**src/rtl/crt_mode_detect.sv**
```systemverilog
// Sequencer for the crt_measure unit: alternates hsync-period and lines-per-frame
// measurements, compares successive pairs and reports a locked video mode or sync loss.
module crt_mode_detect #(
  parameter int W            = 10,
  parameter int STABLE_COUNT = 4,
  parameter int TOL          = 2,
  parameter int TIMEOUT      = 2000000
) (
  input  logic         clk,
  input  logic         reset,
  input  logic         enable,
  output logic         meas_start,
  output logic         meas_mode,
  input  logic         meas_busy,
  input  logic [W-1:0] meas_q,
  output logic [W-1:0] hperiod,
  output logic [W-1:0] vlines,
  output logic         locked,
  output logic         no_signal,
  output logic         mode_change
);

  // state   | meaning
  // IDLE    | loop stopped, waiting for enable
  // H_START | start pulse issued, mode 0 (hsync period in clk)
  // H_ARM   | waiting for measure unit to report busy
  // H_WAIT  | waiting for busy to drop, then capture new_h
  // V_START | start pulse issued, mode 1 (frame length in lines)
  // V_ARM   | waiting for measure unit to report busy
  // V_WAIT  | waiting for busy to drop, then capture new_v
  // EVAL    | compare new pair against previous pair, update lock
  typedef enum logic [2:0] {
    IDLE, H_START, H_ARM, H_WAIT, V_START, V_ARM, V_WAIT, EVAL
  } state_t;

  localparam int              TW     = (TIMEOUT > 1) ? $clog2(TIMEOUT) : 1;
  localparam logic [TW-1:0]   T_LOAD = TW'(TIMEOUT - 1);
  localparam logic [W:0]      TOL_W  = (W + 1)'(TOL);
  localparam logic [3:0]      SC_MAX = 4'(STABLE_COUNT);
  localparam logic [3:0]      SC_LAST = 4'(STABLE_COUNT - 1);

  state_t        state;
  logic [TW-1:0] tcnt;
  logic [3:0]    stable_cnt;
  logic [W-1:0]  prev_h, prev_v, new_h, new_v;

  logic [W:0] diff_h, diff_v;
  logic       match, q_bad, in_arm, in_wait, expired, abort;

  assign diff_h  = (new_h >= prev_h) ? ({1'b0, new_h} - {1'b0, prev_h})
                                     : ({1'b0, prev_h} - {1'b0, new_h});
  assign diff_v  = (new_v >= prev_v) ? ({1'b0, new_v} - {1'b0, prev_v})
                                     : ({1'b0, prev_v} - {1'b0, new_v});
  assign match   = (diff_h <= TOL_W) && (diff_v <= TOL_W);
  assign q_bad   = (meas_q == '0) || (meas_q == '1);
  assign in_arm  = (state == H_ARM) || (state == V_ARM);
  assign in_wait = (state == H_WAIT) || (state == V_WAIT);
  assign expired = (tcnt == '0);
  // A capture that completes on the last allowed cycle still counts as valid.
  assign abort   = (in_arm && !meas_busy && expired) ||
                   (in_wait && meas_busy && expired) ||
                   (in_wait && !meas_busy && q_bad);

  always_ff @(posedge clk) begin
    if (reset) begin
      state       <= IDLE;
      meas_start  <= 1'b0;
      meas_mode   <= 1'b0;
      hperiod     <= '0;
      vlines      <= '0;
      locked      <= 1'b0;
      no_signal   <= 1'b0;
      mode_change <= 1'b0;
      stable_cnt  <= '0;
      prev_h      <= '0;
      prev_v      <= '0;
      new_h       <= '0;
      new_v       <= '0;
      tcnt        <= '0;
    end else begin
      meas_start  <= 1'b0;
      mode_change <= 1'b0;
      if (!enable) begin
        state       <= IDLE;
        locked      <= 1'b0;
        stable_cnt  <= '0;
        mode_change <= locked;
      end else if (abort) begin
        // prev is cleared so the first pair after sync loss never counts as a match
        no_signal   <= 1'b1;
        locked      <= 1'b0;
        stable_cnt  <= '0;
        mode_change <= locked;
        prev_h      <= '0;
        prev_v      <= '0;
        state       <= H_START;
        meas_start  <= 1'b1;
        meas_mode   <= 1'b0;
      end else begin
        case (state)
          IDLE: begin
            state      <= H_START;
            meas_start <= 1'b1;
            meas_mode  <= 1'b0;
          end
          H_START: begin
            tcnt  <= T_LOAD;
            state <= H_ARM;
          end
          V_START: begin
            tcnt  <= T_LOAD;
            state <= V_ARM;
          end
          H_ARM, V_ARM: begin
            if (meas_busy) state <= (state == H_ARM) ? H_WAIT : V_WAIT;
            if (!expired) tcnt <= tcnt - 1'b1;
          end
          H_WAIT: begin
            if (!meas_busy) begin
              new_h      <= meas_q;
              state      <= V_START;
              meas_start <= 1'b1;
              meas_mode  <= 1'b1;
            end
            if (!expired) tcnt <= tcnt - 1'b1;
          end
          V_WAIT: begin
            if (!meas_busy) begin
              new_v <= meas_q;
              state <= EVAL;
            end
            if (!expired) tcnt <= tcnt - 1'b1;
          end
          EVAL: begin
            // stable_cnt counts consecutive matching pairs
            if (match) begin
              if (stable_cnt < SC_MAX) stable_cnt <= stable_cnt + 1'b1;
              if (stable_cnt >= SC_LAST) begin
                locked  <= 1'b1;
                hperiod <= new_h;
                vlines  <= new_v;
              end
            end else begin
              stable_cnt  <= '0;
              locked      <= 1'b0;
              mode_change <= locked;
            end
            prev_h     <= new_h;
            prev_v     <= new_v;
            no_signal  <= 1'b0;
            state      <= H_START;
            meas_start <= 1'b1;
            meas_mode  <= 1'b0;
          end
          default: state <= IDLE;
        endcase
      end
    end
  end

endmodule

```
**config.mk**
```make
export PLATFORM = sky130hd
export DESIGN_NAME = crt_mode_detect
export DESIGN_NICKNAME = d
export VERILOG_FILES = /design/src/rtl/crt_mode_detect.sv
export SDC_FILE = /design/constraint.sdc
export NUM_CORES = 1
export LEC_CHECK = 0
export CORE_MARGIN = 5
export CORE_UTILIZATION = 51
export CTS_BUF_LIST = sky130_fd_sc_hd__clkbuf_8
export CTS_CLUSTER_SIZE = 16
export DETAILED_ROUTE_END_ITERATION = 7
export GPL_TIMING_DRIVEN = 0
export PLACE_DENSITY = 0.73
export SLEW_MARGIN = 20
export SYNTH_ARGS = -nofsm -noshare
export SYNTH_HDL_FRONTEND = slang
export SYNTH_SLANG_ARGS = --single-unit
```
**constraint.sdc**
```tcl
create_clock -name clk -period 9.17 [get_ports clk]
set_input_delay 2.751 -clock clk [delete_from_list [all_inputs] [get_ports clk]]
set_output_delay 2.751 -clock clk [all_outputs]
set_load 0.02 [all_outputs]
```
==> impl_metrics.yaml, run 1 <==
finish:
  diodes: 0
  drive_gt1_frac: 0.0467
  post-route-util: 0.581
  fin_nets: 869
  fillers: 1091
  finalInstanceArea_um2: 6920
  area_delta_synth_final_pct: 12.5
worst_setup_path:
  crit_type: "input pin to flop"
  crit_arrival_ns: 5.70
  cp-startpoint: "meas_q[6]"
  crit_path_start_kind: "input pin"
  r2r_start: "new_h[0]$_SDFFE_PP0P_"
  r2r_cells: 12
  rrSetupSlack_ns: 5.15
  path_cells: "clkdlybuf4s50_1 -> or4_1 -> nor4_1 -> o31ai_1 -> o32ai_4 -> or4_1 -> buf_4 -> nor2_2 -> nand3_1 -> o21a_1 -> nor2_1"
  r2r_end: "mode_change$_SDFF_PP0_"
  crit_path_top_delay_cell: "clkdlybuf4s50_1"
  cp_common_cell: "or4_1"
  cp_data_required_time_ns: 9.47
  slowest_delay_ns: 0.58
  cp-end-kind: "flop"
  crit_fanout: 10
  cp-endpoint: "tcnt[8]$_SDFFE_PP0P_"
power_and_ir_drop:
  internal_power_uw: 579
  pwr-share-comb: 0.101
  pwr-share-clk: 0.358
  switching_power_uw: 192
  p_leak_nw: 2.77
  p_total_uw: 771
  power.density_nw_per_um2: 111
  pwr-share-seq: 0.541
  ir_drop_mv: 0.161
  sw_frac_of_total: 0.249
synth:
  synth_edf_count: 0
  ys_seq_elements: 93
  post-synth-top-count-cell: "nor2_1"
  synth_top_cell_by_area: "dfxtp_1"
  ys_warn_count: 0
  yosys-top-cells-count: "nor2_1 (112), dfxtp_1 (93), inv_1 (61)"
  synth_flop_cell: "dfxtp_1"
  syn_avg_cell_area_um2: 8.09
  syn_area_um2: 6150
  synthTopCellsByArea: "dfxtp_1 (30%), ha_1 (8.5%), nor2_1 (6.8%), mux2i_1 (6.7%), a21oi_1 (3.7%)"
  postSynthCellCount: 760
  netlist-cell-type-count: 70
  synth_top_area_share: 0.303
  async_flop_share: 0
  yosysSeqAreaShare: 0.303
  syn_nets: 820
placement:
  portBuffers: 38
  gp_congestion: 0.924
  place_area_um2: 6710
  hpwlAfterDp_mm: 12.4
global_route:
  track_usage: 0.219
  overflow: 0
  grt_pass1_wl_mm: 26.0
  grt_pass1_vias: 5409
  antenna_found_initial: 0
  grt_max_degree: 15
route:
  ant_nets: 0
  avgRoutedWirePerCell_um: 16.6
  drt_iter0_markers: 470
  first_pass_iters: 7
  via_per_inst: 6.01
  routed-via-count: 5780
  drc_errors: 0
  finalWirelength_mm: 16.0
clocking:
  cts_tree: "done"
  cts_root_buffer: "clkbuf_8"
  cts_inserted_buffers: 9
  htree_levels: 3
  post_cts_resized: 0
  insertion_delay_ns: 0.37
  hold_buffers: 0
  clk_path_buf_depth: 2
  clk_pin_slew_worst_paths_ns: 0.08
  numClockSinks: 93
  postCtsSetupRepairBufs: 0
timing:
  rsz0062_at_grt: "false"
  maxSlewViolCount: 0
  setup_tns_ns: 0
  hold_violations: 0
  hold_ws_ns: 0.468
  tightestPinTransition_ns: 0.926
  setup_viol: 0
  relSlewSlack: 0.377
  finalCritPeriodShare: 0.589
  clock_skew_ns: 0.00977
  clock.fmax_mhz: 185
  fin_crit_ns: 5.40
floorplanning:
  fp.dieH_um: 120
  initial_core_util: 0.516
  num_rows: 40
  core_region_area_um2: 11900
  io_pins: 39
  design.die.area_um2: 14400
  die-width_um: 120
status:
  status: "completed"
job:
  drv_cap: 0
min_path:
  min_from: "meas_mode$_SDFFE_PP0P_"
  hp-class: "flop to flop"
## registers in the layout, summed over array words and instances (netlist names)
name / flops
new_v: 10
hperiod: 10
no_signal: 1
stable_cnt: 4
meas_start: 1
state: 3
tcnt: 21
prev_v: 10
new_h: 10
prev_h: 10
vlines: 10
locked: 1
mode_change: 1
meas_mode: 1
## how the worst min path moves through the flow
stage                                         to  slack [ns]  depth (start not counted)
after detailed placement  meas_mode$_SDFFE_PP0P_        0.46                          2
after CTS                 mode_change$_SDFF_PP0_        0.48                          1
after global placement    meas_mode$_SDFFE_PP0P_        0.45                          2
after floorplan             tcnt[5]$_SDFFE_PP0P_        0.44                          1
final                     meas_mode$_SDFFE_PP0P_        0.47                          2
after global routing      mode_change$_SDFF_PP0_        0.50                          1
## placed cells by master, fill, tap and decap left out, types with 5 or more instances in the layout
master	count
a211oi_1	9
a21o_1	13
a21oi_1	46
a22oi_1	21
a311oi_1	9
a31oi_1	8
and3_1	10
buf_2	7
buf_4	5
clkbuf_1	27
clkbuf_8	11
clkdlybuf4s50_1	38
dfxtp_1	93
ha_1	42
inv_1	63
mux2i_1	41
nand2_1	39
nand2b_1	7
nand3_1	19
nand3b_1	6
nand4_1	5
nor2_1	112
nor2b_1	7
nor3_1	15
nor4_1	11
o211ai_1	8
o21a_1	5
o21ai_0	19
or3_1	9
xnor2_1	12
xor2_1	6
## area by class of cell
| type | count | area [µm²] | area share |
|---|---|---|---|
| clock inverter | 5 | 51.3 | 0.00742 |
| multi-input combinational | 566 | 3880 | 0.561 |
| sequential | 93 | 1860 | 0.269 |
| buffer | 40 | 178 | 0.0257 |
| timing repair buffer | 38 | 380 | 0.0550 |
| inverter | 61 | 229 | 0.0331 |
| clock buffer | 11 | 151 | 0.0219 |
| tap | 147 | 184 | 0.0266 |
## routing by layer
metal / GRT usage / part of all wire / up-vias
met1: 0.279 / 0.45 / 2762
met4: 0.0902 / 0.028 / 0
met2: 0.377 / 0.49 / 149
li1: - / - / 2841
met5: 0 / 0 / -
met3: 0.0221 / 0.037 / 28
## critical path, delay by kind of cell
family                 cells  cell delay [ns]
AO/OA/AOI/OAI              3             0.83
buffers and inverters      2             0.78
AND/OR/NAND/NOR            6             1.33
## cells by family after synthesis
| logic type | count (synthesis) | synth area share |
|---|---|---|
| AO/OA/AOI/OAI | 193 | 0.223 |
| AND/OR/NAND/NOR | 268 | 0.217 |
| XOR/XNOR | 18 | 0.0256 |
| adder cells (fa/ha/maj) | 46 | 0.0985 |
| buffers and inverters | 101 | 0.0661 |
| flip-flops | 93 | 0.303 |
| multiplexers | 41 | 0.0667 |
## power by group through the flow
stage / clock network (mW) / logic, mW / registers (mW)
6_report: 0.276 / 0.0780 / 0.417
5_1_grt: 0.300 / 0.0851 / 0.418
4_1_cts: 0.281 / 0.0772 / 0.417
3_5_place_dp: 0 / 0.0764 / 0.426
3_3_place_gp: 0 / 0.0749 / 0.425
2_1_floorplan: 0 / 0.0541 / 0.425
## metrics by stage
step	cells	setup slack, ns
2_1_floorplan	760	4.37
3_3_place_gp	945	3.46
3_5_place_dp	945	3.45
4_1_cts	961	3.80
5_1_grt	961	3.62
6_report	961	3.77
No activity file was read; power rests on OpenSTA's default activity.
==> inputs of run 2 (changes only) <==
--- a/config.mk
+++ b/config.mk
@@ -11,7 +11,7 @@
 export CTS_CLUSTER_SIZE = 16
 export DETAILED_ROUTE_END_ITERATION = 7
 export GPL_TIMING_DRIVEN = 0
-export PLACE_DENSITY = 0.73
+export PLACE_DENSITY = 0.76
 export SLEW_MARGIN = 20
 export SYNTH_ARGS = -nofsm -noshare
 export SYNTH_HDL_FRONTEND = slang
==> constraint.sdc (replaced) <==
create_clock -name clk -period 4.6 [get_ports clk]
set_input_delay 1.38 -clock clk [delete_from_list [all_inputs] [get_ports clk]]
set_output_delay 1.38 -clock clk [all_outputs]
set_load 0.02 [all_outputs]
==> impl_metrics.yaml, run 2 (synthesized netlist as in run 1, its figures left out) <==
min_path:
  min_from: "meas_mode$_SDFFE_PP0P_"
  min_path_cells: 2
  hp-class: "flop to flop"
  hold_path_end: "meas_mode$_SDFFE_PP0P_"
power_and_ir_drop:
  sw_frac_of_total: 0.254
  internal_power_mw: 1.14
  ir_drop_mv: 0.275
  switching_power_uw: 390
  pwr-share-seq: 0.542
  pwr-share-comb: 0.103
  p_leak_nw: 2.75
  pwr-share-clk: 0.356
  power.density_nw_per_um2: 222
finish:
  layout_commonest_cell: "nor2_1"
  fin_nets: 869
  area_delta_synth_final_pct: 12.4
  fillers: 1113
  largest_reg_flops: 21
  drive_gt1_frac: 0.0479
  finalNonFillerCells: 961
  post-route-util: 0.580
  diodes: 0
  top_register: "tcnt"
  layout_common_cells: "nor2_1 (112), dfxtp_1 (93), inv_1 (62)"
worst_setup_path:
  crit_path_start_kind: "input pin"
  rrSetupSlack_ns: 0.62
  r2r_start: "new_h[0]$_SDFFE_PP0P_"
  crit_type: "input pin to flop"
  r2r_end: "mode_change$_SDFF_PP0_"
  crit_path_top_delay_cell: "clkdlybuf4s50_1"
  cp_common_cell: "nor4_1"
  crit_fanout: 8
  path_cells: "clkdlybuf4s50_1 -> or4_1 -> nor4_1 -> o31ai_1 -> o32ai_4 -> nor4_1 -> nand4b_1 -> nor4_1 -> xnor2_1 -> a21oi_1"
  cp_data_required_time_ns: 4.82
  crit_arrival_ns: 4.28
  cp-end-kind: "flop"
  slowest_delay_ns: 0.61
  r2r_cells: 12
clocking:
  cts_root_buffer: "clkbuf_8"
  postCtsSetupRepairBufs: 0
  cts_inserted_buffers: 9
  numClockSinks: 93
  hold_buffers: 0
  cts_tree: "done"
  insertion_delay_ns: 0.36
  htree_levels: 3
  clk_pin_slew_worst_paths_ns: 0.08
  post_cts_resized: 0
  clk_path_buf_depth: 2
timing:
  setup_viol: 0
  tightestPinTransition_ns: 0.921
  clock.fmax_mhz: 246
  rsz0062_at_grt: "false"
  relSlewSlack: 0.381
  maxSlewViolCount: 0
  fin_crit_ns: 4.06
  setup_tns_ns: 0
  clock_skew_ns: 0.0119
  finalCritPeriodShare: 0.883
  hold_violations: 0
floorplanning:
  design.die.area_um2: 14400
  io_pins: 39
  initial_core_util: 0.516
  die-width_um: 120
  fp.dieH_um: 120
  num_rows: 40
  core_region_area_um2: 11900
route:
  drt_iter0_markers: 533
  drc_errors: 0
  avgRoutedWirePerCell_um: 16.6
  ant_nets: 0
  finalWirelength_mm: 15.9
  first_pass_iters: 5
  routed-via-count: 5830
  via_per_inst: 6.07
status:
  status: "completed"
placement:
  place_inst: 945
  portBuffers: 38
  gp_congestion: 0.956
  hpwlAfterDp_mm: 12.4
job:
  drv_cap: 0
global_route:
  grt_pass1_wl_mm: 26.6
  grt_pass1_vias: 5508
  track_usage: 0.223
  overflow: 0
  grt_max_degree: 16
  antenna_found_initial: 0
-- run 2: metrics by stage --
stage                     setup slack (ns)  area, µm²  hold WS (ns)  total power [mW]
after detailed placement             0.210       6710         0.450              1.00
after global routing                 0.394       6910         0.484              1.61
after floorplan                       1.17       6150         0.439             0.955
after global placement               0.269       6710         0.447             0.997
final                                0.539       6910         0.463              1.53
after CTS                            0.567       6910         0.465              1.54
-- run 2: routing by layer --
metal,GRT usage,share of wire,up-vias,wire length [µm]
met5,0,0,-,0
met4,0.0880,0.023,0,368
met3,0.0264,0.055,33,882
met2,0.376,0.48,217,7660
met1,0.292,0.44,2742,7010
li1,-,-,2838,-
-- run 2: power by group through the flow --
stage	logic, mW	clock network (mW)	registers (mW)
4_1_cts	0.156	0.557	0.830
5_1_grt	0.173	0.604	0.832
2_1_floorplan	0.108	0	0.847
3_3_place_gp	0.149	0	0.848
3_5_place_dp	0.154	0	0.849
6_report	0.157	0.545	0.831
-- run 2: layout make-up --
class / instances / area (µm²) / area share
inverter: 61 / 229 / 0.0331
multi-input combinational: 566 / 3880 / 0.561
timing repair buffer: 38 / 380 / 0.0550
buffer: 40 / 178 / 0.0257
clock inverter: 6 / 62.6 / 0.00905
clock buffer: 10 / 138 / 0.0199
tap: 147 / 184 / 0.0266
sequential: 93 / 1860 / 0.269
-- run 2: how the worst max path moves through the flow --
stage	from	end	slack [ns]	cells past startpoint
after CTS	meas_q[6]	tcnt[15]$_SDFFE_PP0P_	0.57	10
final	meas_q[6]	tcnt[15]$_SDFFE_PP0P_	0.54	10
after floorplan	meas_q[6]	tcnt[14]$_SDFFE_PP0P_	1.17	8
after detailed placement	meas_q[6]	tcnt[8]$_SDFFE_PP0P_	0.21	11
after global routing	meas_q[6]	tcnt[15]$_SDFFE_PP0P_	0.39	10
after global placement	meas_q[6]	tcnt[8]$_SDFFE_PP0P_	0.27	11
-- run 2: critical path, delay by kind of cell --
family,cells,cell delay [ns]
xor+xnor,1,0.17
simple gates,5,1.38
compound gates,3,0.75
buf+inv,1,0.61
==> edit: new RTL, settings of run 2 <==
Change the parameter `W` from 10 to 12.
--- a/src/rtl/crt_mode_detect.sv
+++ b/src/rtl/crt_mode_detect.sv
@@ -1,7 +1,7 @@
 // Sequencer for the crt_measure unit: alternates hsync-period and lines-per-frame
 // measurements, compares successive pairs and reports a locked video mode or sync loss.
 module crt_mode_detect #(
-  parameter int W            = 10,
+  parameter int W            = 12,
   parameter int STABLE_COUNT = 4,
   parameter int TOL          = 2,
   parameter int TIMEOUT      = 2000000
Interface: changed (resized hperiod, meas_q and vlines); port bits go from 39 to 45. The function was not compared with the original's and may differ.
==> edit against run 2 <==
Worst setup slack better by 0.052 ns; routed wire length is 17% higher; synthesized area is 20% higher; design area is 19% higher; via count is 17% higher; clock skew is 0.0016 ns lower; power is 7.1% higher; sequential cell count is 12 higher; largest cell class unchanged; highest routed layer unchanged.
==> edit: results (changes against run 2) <==
stage,metric,value,unit,change
yosys,Post-Syn Nets,995,,+21%
yosys,synth cell count leaders,"117 x nor2_1, 105 x dfxtp_1, 88 x a21oi_1, 67 x inv_1, 57 x nand2b_1",,
yosys,YS warnings,0,,unchanged
yosys,Synth Area in Compound Gates,23.1,%,+0.80 points
placed_design,Area after DPL,8060,sq um,+20%
yosys,Gate Count Post-Synth,925,,+22%
yosys,multiplexer share of the synthesized area,6.12,%,-0.55 points
global_route,vias in the first global route,6252,,+14%
route,total vias in the final route,6805,,+17%
global_route,largest net degree at the start of global routing,19,,+3
route,routed len/inst,16.0,um,-3.4%
yosys,largest cells by area after synthesis,"dfxtp_1 28%, ha_1 8.5%, a21oi_1 6.0%",,
yosys,adder-cell share of the synthesized area,9.67,%,-0.18 points
cts,clk slew on worst S/H paths,0.10,ns,+0.02 ns
global_route,first-pass GRT wire length,31.0,mm,+17%
cts,H-Tree Depth,3,,unchanged
global_route,initial antenna violation count,0,,unchanged
power_and_ir_drop,Internal,0.00120,W,+4.9%
global_route,Total GRT Usage,22.3,%,-0.051 points
layout,Top reg by flops,tcnt,,
cts,clk buf depth,2,,unchanged
power_and_ir_drop,Peak VDD IR,0.170,mV,-38%
cts,number of clock buffers inserted by TritonCTS,9,,unchanged
layout,fin cells,1168,,+22%
route,Pre-antenna DRT Iters,5,,unchanged
cts,post-cts repair resize count,0,,unchanged
yosys,post-synthesis sequential area ratio,28.4,%,-1.9 points
cts,CTS root buf,clkbuf_8,,
min_path,Worst Hold Class,reg -> reg,,
cts,Post-CTS Setup Inserts,0,,unchanged
yosys,post-synthesis cell type count,71,,+1.4%
placed_design,Post-DP HPWL,14.5,mm,+18%
placed_design,gp weighted congestion,0.933,,-2.4%
layout,antenna diode count,0,,unchanged
run_status,run status,"finished, final reports clean",,
cts,Worst-Skew Late Latency,0.37,ns,
setup_path,crit path max fanout,10,,+2
yosys,area share of the largest cell type after synthesis,28.4,%,-1.9 points
timing,skew final,0.0103,ns,-0.00157 ns
layout,Largest register FFs,21,,unchanged
power_and_ir_drop,Leakage,3.35,nW,+21%
route,drt initial violations,623,,+17%
setup_path,arrival time at the worst endpoint,4.32,ns,+0.04 ns
route,drt drc,0,,unchanged
placed_design,Buffers on Ports,43,,+13%
layout,share of cells above drive strength 1,6.81,%,+2.0 points
yosys,XOR/XNOR Fraction of Synth Area,3.08,%,+0.51 points
timing,Tightest Pin Transition,0.881,ns,-0.0394 ns
yosys,asr flop ratio synth,0,%,unchanged
==> edit: kinds of logic after synthesis <==
kind of cell / after synthesis
buffers and inverters: 117
xor gates and xnor gates: 26
adders and majority gates: 55
AOI/OAI and AO/OA: 246
DFF: 105
muxes: 45
and+or+nand+nor: 331
==> edit: per-stage QoR <==
stage	utilization (%)	hold slack, ns	power [W]	setup slack, ns
floorplan	-	0.437	0.00108	1.43
global placement	56.1	0.450	0.00113	0.629
detailed placement	56.1	0.458	0.00113	0.569
CTS	57.3	0.475	0.00166	0.554
global route	57.3	0.505	0.00171	0.380
finish	57.3	0.468	0.00164	0.591
==> edit: path summary, 6_finish.rpt <==
path,startpoint,end,slack [ns],depth (start not counted)
min,tcnt[8],tcnt[8],0.47,2
min reg2reg,tcnt[8],tcnt[8],0.47,2
max,prev_h[6],stable_cnt[1],0.59,12
max reg2reg,prev_h[6],stable_cnt[1],0.59,12
==> edit: metal layers <==
metal / track usage, % / part of all wire, % / up-vias
met5: 0 / 0 / -
met4: 4.54 / 1.2 / 0
met3: 3.98 / 6.3 / 16
met2: 35.9 / 45 / 195
met1: 31.5 / 47 / 3220
li1: - / - / 3374
==> edit: power groups by stage <==
stage,Clock [W],Combinational (W),Sequential [W]
after global placement,0,0.000170,0.000957
after global routing,0.000582,0.000192,0.000939
after detailed placement,0,0.000172,0.000957
after CTS,0.000546,0.000173,0.000937
final,0.000530,0.000175,0.000937
after floorplan,0,0.000121,0.000956
==> edit: final cells by class <==
class / count / area [sq um]
plain buffers: 49 / 233
clock buffers: 9 / 124
clock inverters: 7 / 53.8
fillers: 1367 / 6130
inverters: 68 / 255
multi-input cells: 703 / 4810
flip-flops and latches: 105 / 2100
well taps: 184 / 230
repair buffers: 43 / 430
==> edit: critical path: stages (launching register included) <==
cell	delay, ns
dfxtp_1	0.38
inv_1	0.06
ha_1	0.32
clkbuf_1	0.24
a21oi_1	0.51
o21ai_0	0.27
a31oi_1	0.30
o21ai_0	0.13
nor4_1	0.22
nand4_1	0.25
a2111oi_1	0.88
o21ai_0	0.21
a21oi_1	0.18
